--- config.mk ---
export PLATFORM = sky130hd
export DESIGN_NAME = s_term_dsp_turnaround
export DESIGN_NICKNAME = d
export VERILOG_FILES = /design/src/rtl/s_term_dsp_turnaround.sv
export SDC_FILE = /design/constraint.sdc
export NUM_CORES = 1
export LEC_CHECK = 0
export ABC_AREA = 0
export BUFFER_PORTS_ARGS = -buffer_cell sky130_fd_sc_hd__buf_2
export CAP_MARGIN = 15
export CORE_UTILIZATION = 35
export DETAILED_ROUTE_END_ITERATION = 8
export GPL_TIMING_DRIVEN = 0
export SYNTH_ARGS = -nofsm -noshare
export SYNTH_HDL_FRONTEND = slang
export SYNTH_SLANG_ARGS = --single-unit
export TNS_END_PERCENT = 100
--- constraint.sdc ---
create_clock -name UserCLK -period 1.3 [get_ports UserCLK]
set_input_delay 0.065 -clock UserCLK [delete_from_list [all_inputs] [get_ports UserCLK]]
set_output_delay 0.065 -clock UserCLK [all_outputs]
set_load 0.01 [all_outputs]
--- src/rtl/s_term_dsp_turnaround.sv ---
// ============================================================================
// s_term_dsp_turnaround
// ----------------------------------------------------------------------------
// Bottom-edge termination tile for the DSP column. Every south-bound wire
// group arriving from the tile above is turned around into the matching
// north-bound group with its wire index reversed (OUT[i] = IN[W-1-i]).
// Each group is either bypassed (combinational) or retimed through one
// register stage. A 5-bit serially loaded configuration chain selects the
// mode of each group.
//
// Optional feature macro: S_TERM_DSP_BIST_EN
//    When defined, a walking-one BIST sequencer is added. It overrides the
//    52 north outputs with a one-hot pattern for 52 cycles.
//
// Ports:
//    UserCLK         in   1   single clock
//    resetn          in   1   synchronous, active-low reset
//    S1END           in   4   single-hop south-bound ends
//    S2MID           in   8   double-hop midpoints
//    S2END           in   8   double-hop ends
//    S4END           in  16   quad-hop ends
//    SS4END          in  16   long quad-hop ends
//    N1BEG           out  4   turned-around S1END
//    N2BEG           out  8   turned-around S2MID
//    N2BEGb          out  8   turned-around S2END
//    N4BEG           out 16   turned-around S4END
//    NN4BEG          out 16   turned-around SS4END
//    ConfigShiftEn   in   1   shift the configuration chain this cycle
//    ConfigShiftIn   in   1   serial configuration data in
//    ConfigShiftOut  out  1   serial configuration data out (cfg[4])
//    BistStart       in   1   start a BIST sweep (S_TERM_DSP_BIST_EN only)
//    BistActive      out  1   high while the sweep runs (S_TERM_DSP_BIST_EN only)
// ============================================================================
module s_term_dsp_turnaround #(
   parameter int CFG_BITS = 5,
   parameter int BIST_LEN = 52
) (
   input  logic        UserCLK,
   input  logic        resetn,
   input  logic [3:0]  S1END,
   input  logic [7:0]  S2MID,
   input  logic [7:0]  S2END,
   input  logic [15:0] S4END,
   input  logic [15:0] SS4END,
   output logic [3:0]  N1BEG,
   output logic [7:0]  N2BEG,
   output logic [7:0]  N2BEGb,
   output logic [15:0] N4BEG,
   output logic [15:0] NN4BEG,
   input  logic        ConfigShiftEn,
   input  logic        ConfigShiftIn,
   output logic        ConfigShiftOut
`ifdef S_TERM_DSP_BIST_EN
   ,
   input  logic        BistStart,
   output logic        BistActive
`endif
);

   // Bit positions of each group inside the configuration chain.
   localparam int CFG_N1  = 0;
   localparam int CFG_N2  = 1;
   localparam int CFG_N2B = 2;
   localparam int CFG_N4  = 3;
   localparam int CFG_NN4 = 4;

   logic [CFG_BITS-1:0] r_cfg;

   logic [3:0]  w_mirN1;
   logic [7:0]  w_mirN2;
   logic [7:0]  w_mirN2b;
   logic [15:0] w_mirN4;
   logic [15:0] w_mirNN4;

   logic [3:0]  r_pipeN1;
   logic [7:0]  r_pipeN2;
   logic [7:0]  r_pipeN2b;
   logic [15:0] r_pipeN4;
   logic [15:0] r_pipeNN4;

   logic [3:0]  w_muxN1;
   logic [7:0]  w_muxN2;
   logic [7:0]  w_muxN2b;
   logic [15:0] w_muxN4;
   logic [15:0] w_muxNN4;

   logic [BIST_LEN-1:0] w_flat;
   logic [BIST_LEN-1:0] w_out;

   // Index reversal of every group: the wire that arrives at the highest
   // south-bound index leaves on the lowest north-bound index.
   always_comb begin
      w_mirN1  = '0;
      w_mirN2  = '0;
      w_mirN2b = '0;
      w_mirN4  = '0;
      w_mirNN4 = '0;
      for (int i = 0; i < 4; i++) begin
         w_mirN1[i] = S1END[3-i];
      end
      for (int i = 0; i < 8; i++) begin
         w_mirN2[i]  = S2MID[7-i];
         w_mirN2b[i] = S2END[7-i];
      end
      for (int i = 0; i < 16; i++) begin
         w_mirN4[i]  = S4END[15-i];
         w_mirNN4[i] = SS4END[15-i];
      end
   end

   // The pipeline registers capture the mirrored inputs every cycle no matter
   // how the groups are configured, so flipping a group from bypass to
   // registered immediately presents valid, one-cycle-old data.
   always_ff @(posedge UserCLK) begin
      if (!resetn) begin
         r_pipeN1  <= '0;
         r_pipeN2  <= '0;
         r_pipeN2b <= '0;
         r_pipeN4  <= '0;
         r_pipeNN4 <= '0;
      end else begin
         r_pipeN1  <= w_mirN1;
         r_pipeN2  <= w_mirN2;
         r_pipeN2b <= w_mirN2b;
         r_pipeN4  <= w_mirN4;
         r_pipeNN4 <= w_mirNN4;
      end
   end

   // Serial configuration chain. New bits enter at cfg[0] and leave from
   // cfg[4]; the chain may be shifted at any time, including during BIST.
   always_ff @(posedge UserCLK) begin
      if (!resetn) begin
         r_cfg <= '0;
      end else if (ConfigShiftEn) begin
         r_cfg <= {r_cfg[CFG_BITS-2:0], ConfigShiftIn};
      end
   end

   assign ConfigShiftOut = r_cfg[CFG_BITS-1];

   // Per-group bypass/registered selection: a 0 in the chain passes the
   // mirrored input straight through, a 1 selects the retimed copy.
   always_comb begin
      w_muxN1  = r_cfg[CFG_N1]  ? r_pipeN1  : w_mirN1;
      w_muxN2  = r_cfg[CFG_N2]  ? r_pipeN2  : w_mirN2;
      w_muxN2b = r_cfg[CFG_N2B] ? r_pipeN2b : w_mirN2b;
      w_muxN4  = r_cfg[CFG_N4]  ? r_pipeN4  : w_mirN4;
      w_muxNN4 = r_cfg[CFG_NN4] ? r_pipeNN4 : w_mirNN4;
   end

   // Flattened view of all north outputs, N1 in the least significant bits
   // and NN4 in the most significant bits. The BIST walking one indexes
   // into this same ordering.
   assign w_flat = {w_muxNN4, w_muxN4, w_muxN2b, w_muxN2, w_muxN1};

`ifdef S_TERM_DSP_BIST_EN

   typedef enum logic {
      BIST_IDLE = 1'b0,
      BIST_RUN  = 1'b1
   } bist_state_t;

   localparam logic [5:0] BIST_LAST = 6'(BIST_LEN - 1);

   bist_state_t r_bistState;
   bist_state_t w_bistNext;
   logic [5:0]  r_bistIdx;
   logic [BIST_LEN-1:0] w_bistOneHot;

   // BIST state register; reset wins over a simultaneous start request.
   always_ff @(posedge UserCLK) begin
      if (!resetn) begin
         r_bistState <= BIST_IDLE;
      end else begin
         r_bistState <= w_bistNext;
      end
   end

   // Next-state logic: a start pulse is only honoured from IDLE, and the
   // sweep ends after the last wire index has been driven for one cycle.
   always_comb begin
      w_bistNext = r_bistState;
      case (r_bistState)
         BIST_IDLE: begin
            if (BistStart) begin
               w_bistNext = BIST_RUN;
            end
         end
         BIST_RUN: begin
            if (r_bistIdx == BIST_LAST) begin
               w_bistNext = BIST_IDLE;
            end
         end
         default: begin
            w_bistNext = BIST_IDLE;
         end
      endcase
   end

   // Wire index counter. It is parked at 0 while idle so that a new sweep
   // always begins on N1BEG[0].
   always_ff @(posedge UserCLK) begin
      if (!resetn) begin
         r_bistIdx <= '0;
      end else if (r_bistState == BIST_RUN) begin
         if (r_bistIdx == BIST_LAST) begin
            r_bistIdx <= '0;
         end else begin
            r_bistIdx <= r_bistIdx + 6'd1;
         end
      end else begin
         r_bistIdx <= '0;
      end
   end

   // The one-hot is decoded purely from registered state, so the override
   // only changes right after a clock edge.
   always_comb begin
      w_bistOneHot = '0;
      w_bistOneHot[r_bistIdx] = 1'b1;
   end

   assign w_out      = (r_bistState == BIST_RUN) ? w_bistOneHot : w_flat;
   assign BistActive = (r_bistState == BIST_RUN);

`else

   assign w_out = w_flat;

`endif

   assign N1BEG  = w_out[3:0];
   assign N2BEG  = w_out[11:4];
   assign N2BEGb = w_out[19:12];
   assign N4BEG  = w_out[35:20];
   assign NN4BEG = w_out[51:36];

endmodule

==> run summary, run 1 <==
Post-synth top cells -> dfxtp_1 (57), and2_1 (52), mux2_2 (32)
Worst R2R Path Depth -> 5
worst hold path class -> in2reg
RSZ-0062 raised after global routing -> yes
Worst-path clk slew -> 0.07 ns
Hold EP -> r_cfg[4]
most frequent cell after synthesis -> dfxtp_1
ant diodes -> 0
Total Neg Setup Slack -> -2.55 ns
overall power -> 4240 uW
number of fill cells -> 493
CTS tree -> yes
Slew @ Worst Pin -> 0.348 ns
CP Data Required Time -> 1.24 ns
first-pass GRT wire length -> 9560 microns
Pins Over Slew Limit -> 0
Hold Fails Final Rpt -> 0
pre-CTS WS -> 0.170 ns
# nets final -> 425
initial core utilization -> 0.364
Mean Syn Cell Area -> 12.6 sq um
status -> finished with violations
CP most frequent cell -> buf_6
Distinct cells, synth -> 11
worst path cell trace -> buf_6, buf_12, mux2_4, buf_6
Setup Viol. Count Final -> 45
Synth area leader -> dfxtp_1
antenna violations before repair -> 0
total of max-cap violations -> 0
Reg2Reg Setup Slack -> 0.27 ns
Fin Hold WS -> 0.0655 ns
placed inst area -> 2940 sq um
DIE WIDTH -> 83.3 microns
worst r2r src -> r_cfg[1]
kind of critical path -> reg2out
routed vias -> 1925
post-synthesis net count -> 240
Max IR drop VDD -> 0.648 mV
reg-to-reg endpoint -> r_cfg[2]
GRT Util Overall -> 0.176
failing checks -> setup timing
worst hold stages -> 2
post-route setup slack -> -0.112 ns
worst-skew pair later-pin latency -> 0.33 ns
DR pass1 iterations -> 3
slowest stage delay, CP -> 0.33 ns
HPWL after detailed placement -> 3020 microns
Worst Path Arrival -> 1.35 ns
Die Y -> 83.3 microns
hold_sp -> resetn
Root Buffer Master -> clkbuf_8
P_leak -> 0.00200 uW
Final ANT Viol Nets -> 0
fin crit period -> 1.41 ns
layout cells sized above 1 -> 0.544
CP Max Fanout -> 10
FFs w/ async S/R, synth -> 0
WL per Instance -> 12.8 microns
final worst path period share -> 1.09
CTS sink cnt -> 57
Seq/Total Area, Yosys -> 0.493
area share of the largest cell type after synthesis -> 0.493
Worst setup EP type -> output pin
dominant cells by area after synthesis -> dfxtp_1 (49%), mux2_2 (16%), and2_1 (14%)
DRC -> 0
vias per std cell -> 4.28
largest net degree at the start of global routing -> 11
Clock Skew -> 0.00633 ns
post-route design area -> 4240 sq um
gpl congestion -> 0.638
initial DRC count -> 16
vias in the first global route -> 1986
Main synth FF type -> dfxtp_1
CP Launch Type -> flop
area grow syn2layout -> 83.2%
core area -> 6350 sq um
Slew HR -> 0.768
Post-Route WL -> 5780 microns
EDFF count, synth -> 0
port buffer count -> 106
grt ovf -> 0
CP max stage cell -> dfxtp_2
PD cells -> 1000 nW/um^2
Synth Cell Area -> 2310 sq um
Post-Synthesis Cells -> 184
Yosys Warn Count -> 0
die area -> 6940 sq um
worst-case clock buffer depth -> 2
num rows -> 29
total CTS buffers -> 9
I/O Pins -> 109
H-tree levels -> 3
Synth Register Bits -> 57
max frequency -> 708 MHz
==> worst max path at each step <==
stage / startpoint / end / slack [ns] / cells past startpoint
global route: r_cfg[3] / N4BEG[5] / -0.17 / 4
global placement: r_cfg[4] / NN4BEG[5] / 0.18 / 4
detailed placement: r_cfg[4] / NN4BEG[7] / 0.17 / 4
finish: r_cfg[3] / N4BEG[9] / -0.11 / 4
CTS: r_cfg[3] / N4BEG[12] / -0.13 / 4
floorplan: r_cfg[4] / NN4BEG[10] / 0.27 / 3
==> cell families (layout without fill, tap and decap cells) <==
group         after synthesis  count (layout)  share of synthesized area
flops                      57              57                      0.493
buf+inv                    13             202                     0.0454
simple gates               57              57                      0.154
mux                        57              57                      0.307
==> power by group <==
group | switching [uW] | internal, uW
combinational | 245 | 508
sequential | 29.1 | 1830
clock | 651 | 973
==> flip-flops by register name, summed over array words and instances (netlist names) <==
signal     count
r_pipeN2       8
r_pipeNN4     16
r_pipeN2b      8
r_pipeN4      16
r_cfg          5
r_pipeN1       4
==> cell type report <==
class,count,area [sq um],area share
repair buffers,175,1520,0.358
plain buffers,12,106,0.0251
well taps,77,96.3,0.0227
clock inverters,3,40.0,0.00945
clock buffers,12,155,0.0366
flip-flops and latches,57,1150,0.272
multi-input cells,114,1170,0.277
==> stage by stage <==
stage	std cells	util
after detailed placement	367	0.463
final	450	0.668
after CTS	450	0.666
after global routing	450	0.668
after floorplan	184	-
after global placement	367	0.463
==> placed cells by master, fill, tap and decap left out, drive strengths merged <==
cell,count
mux2i,5
bufinv,1
clkinv,2
clkbuf,17
dlygate4sd3,53
dfxtp,57
and2,52
mux2,52
buf,129
nor2b,5
==> repair_timing <==
item / CTS / global route
hold endpoints to repair: 53 / 0
buffers inserted: 12 / 2
setup endpoints to repair: 52 / 52
hold buffers: 53 / 0
gates resized for setup: 91 / 6
gates cloned: 3 / 0
==> metal layers <==
layer,up-vias,track usage,part of all wire
met1,871,0.206,0.43
met3,11,0.0477,0.057
li1,972,-,-
met2,71,0.297,0.49
met4,0,0.0799,0.016
met5,-,0,0
==> worst max-delay path, delay by kind of cell, from the launching register on <==
kind / cells / cell delay (ns)
buffers and inverters: 3 / 0.38
flip-flops: 1 / 0.33
multiplexers: 1 / 0.31
Note: power is estimated with default switching activity, not from simulation.
==> run 2: changes to the inputs <==
- CORE_UTILIZATION: 35 -> 46
- PLACE_DENSITY: default -> 0.79
==> run summary, run 2 (synthesized netlist as in run 1, its figures left out) <==
status -> finished with violations
failing checks -> setup timing
Final ANT Viol Nets -> 0 (unchanged)
worst-case clock buffer depth -> 2 (unchanged)
worst path cell trace -> buf_8, buf_4, mux2_2, buf_6
total CTS buffers -> 9 (unchanged)
worst hold stages -> 2 (unchanged)
GRT Util Overall -> 0.266 (+0.0908)
Root Buffer Master -> clkbuf_8
DR pass1 iterations -> 4 (+1)
HPWL after detailed placement -> 3150 microns (+4.2%)
CTS sink cnt -> 57 (unchanged)
port buffer count -> 106 (unchanged)
num rows -> 25 (-14%)
DRC -> 0 (unchanged)
P_leak -> 0.00202 uW (+1.1%)
Slew HR -> 0.767 (about the same)
placed inst area -> 2930 sq um (-0.43%)
DP Cell Count -> 357 (-2.7%)
worst-skew pair later-pin latency -> 0.32 ns (about the same)
max frequency -> 684 MHz (-3.4%)
vias in the first global route -> 2126 (+7.0%)
grt ovf -> 0 (unchanged)
core area -> 4790 sq um (-25%)
WL met2 -> 3930 microns (+38%)
CP Buf/Inv Count -> 3 (unchanged)
commonest non-fill, non-tap cell in the layout -> buf_2
Hold EP -> r_cfg[4]
PD cells -> 1020 nW/um^2 (+1.8%)
Top delay family on crit path -> flip-flops
Worst-path clk slew -> 0.06 ns (about the same)
ant diodes -> 0 (unchanged)
reg-to-reg endpoint -> r_cfg[3]
non-filler cells, final -> 442 (-1.8%)
# nets final -> 426 (+0.24%)
worst r2r src -> r_cfg[3]
CP max stage cell -> dfxtp_4
CTS tree -> yes
H-tree levels -> 3 (unchanged)
M1 WL -> 2760 microns (+10%)
kind of critical path -> reg2out
Pins Over Slew Limit -> 0 (unchanged)
RSZ-0062 raised after global routing -> yes
Die Y -> 72.9 microns (-12%)
CP Max Fanout -> 5 (-5)
I/O Pins -> 109 (unchanged)
Reg2Reg Setup Slack -> 0.20 ns (-0.07 ns)
hold_sp -> resetn
routed vias -> 2038 (+5.9%)
CP Launch Type -> flop
die area -> 5320 sq um (-23%)
Post-Route WL -> 7170 microns (+24%)
worst hold path class -> in2reg
CP Depth -> 4 (unchanged)
Worst setup EP type -> output pin
CP Data Required Time -> 1.24 ns (about the same)
DR WL met3 -> 310 microns (-6.3%)
first-pass GRT wire length -> 10200 microns (+7.1%)
Clock Skew -> 0.000661 ns (-0.00567 ns)
Setup Viol. Count Final -> 42 (-6.7%)
Fin Hold WS -> 0.0830 ns (+0.0175 ns)
Max IR drop VDD -> 0.810 mV (+25%)
area grow syn2layout -> 85.6%
post-route setup slack -> -0.161 ns (-0.0491 ns)
Worst R2R Path Depth -> 5 (unchanged)
initial DRC count -> 28 (+12)
largest net degree at the start of global routing -> 11 (unchanged)
DIE WIDTH -> 72.9 microns (-12%)
most frequent cells in the layout -> buf_2 (60), buf_6 (54), dlygate4sd3_1 (53)
final worst path period share -> 1.12 (+0.0378)
fin crit period -> 1.46 ns (+0.0491 ns)
WL per Instance -> 16.2 microns (+26%)
uppermost layer routed -> met4
gpl congestion -> 0.685 (+7.3%)
post-route design area -> 4290 sq um (+1.3%)
total of max-cap violations -> 0 (unchanged)
initial core utilization -> 0.483 (+0.119)
top flop regs -> r_pipeN4: 16 flops, r_pipeNN4: 16 flops
slowest stage delay, CP -> 0.37 ns (+0.04 ns)
Hold Fails Final Rpt -> 0 (unchanged)
layout cells sized above 1 -> 0.544 (about the same)
Worst Path Arrival -> 1.40 ns (+0.05 ns)
Slew @ Worst Pin -> 0.349 ns (+0.000466 ns)
antenna violations before repair -> 0 (unchanged)
vias per std cell -> 4.61 (+7.8%)
run 2: area by class of cell:
| type | count | area, sq um |
|---|---|---|
| plain buffers | 12 | 110 |
| repair buffers | 176 | 1570 |
| well taps | 67 | 83.8 |
| flip-flops and latches | 57 | 1150 |
| fillers | 201 | 492 |
| clock buffers | 14 | 173 |
| multi-input cells | 114 | 1170 |
| clock inverters | 2 | 35.0 |
run 2: layer usage:
| metal | vias up | global-route usage |
|---|---|---|
| met5 | - | 0 |
| met4 | 0 | 0.100 |
| met3 | 19 | 0.0622 |
| met2 | 82 | 0.520 |
| met1 | 956 | 0.272 |
| li1 | 981 | - |
run 2: timing repair:
action                                  4_1_cts  5_1_grt
gates resized for setup                      83       11
buffers inserted                             11        1
hold endpoints to repair                     53        0
endpoints found under the setup margin       52       51
cloned                                        2        3
hold buffers                                 53        0
run 2: report_power, final:
group	internal, uW	switching, uW
Sequential	1830	33.8
Clock	1040	681
Combinational	510	274
run 2: per-stage QoR:
stage | total power (uW) | utilization | TNS [ns] | setup slack, ns
after floorplan | 2150 | - | 0 | 0.267
after global placement | 2340 | 0.612 | 0 | 0.182
after detailed placement | 2360 | 0.612 | 0 | 0.168
after CTS | 4320 | 0.874 | -3.54 | -0.146
after global routing | 4520 | 0.897 | -4.98 | -0.203
final | 4370 | 0.897 | -3.26 | -0.161
run 2: worst max path at each step:
stage | startpoint | to | slack [ns]
2_1_floorplan | r_cfg[4] | NN4BEG[10] | 0.27
3_3_place_gp | r_cfg[4] | NN4BEG[6] | 0.18
3_5_place_dp | r_cfg[4] | NN4BEG[8] | 0.17
4_1_cts | r_cfg[4] | NN4BEG[8] | -0.15
5_1_grt | r_cfg[4] | NN4BEG[3] | -0.20
6_report | r_cfg[4] | NN4BEG[3] | -0.16
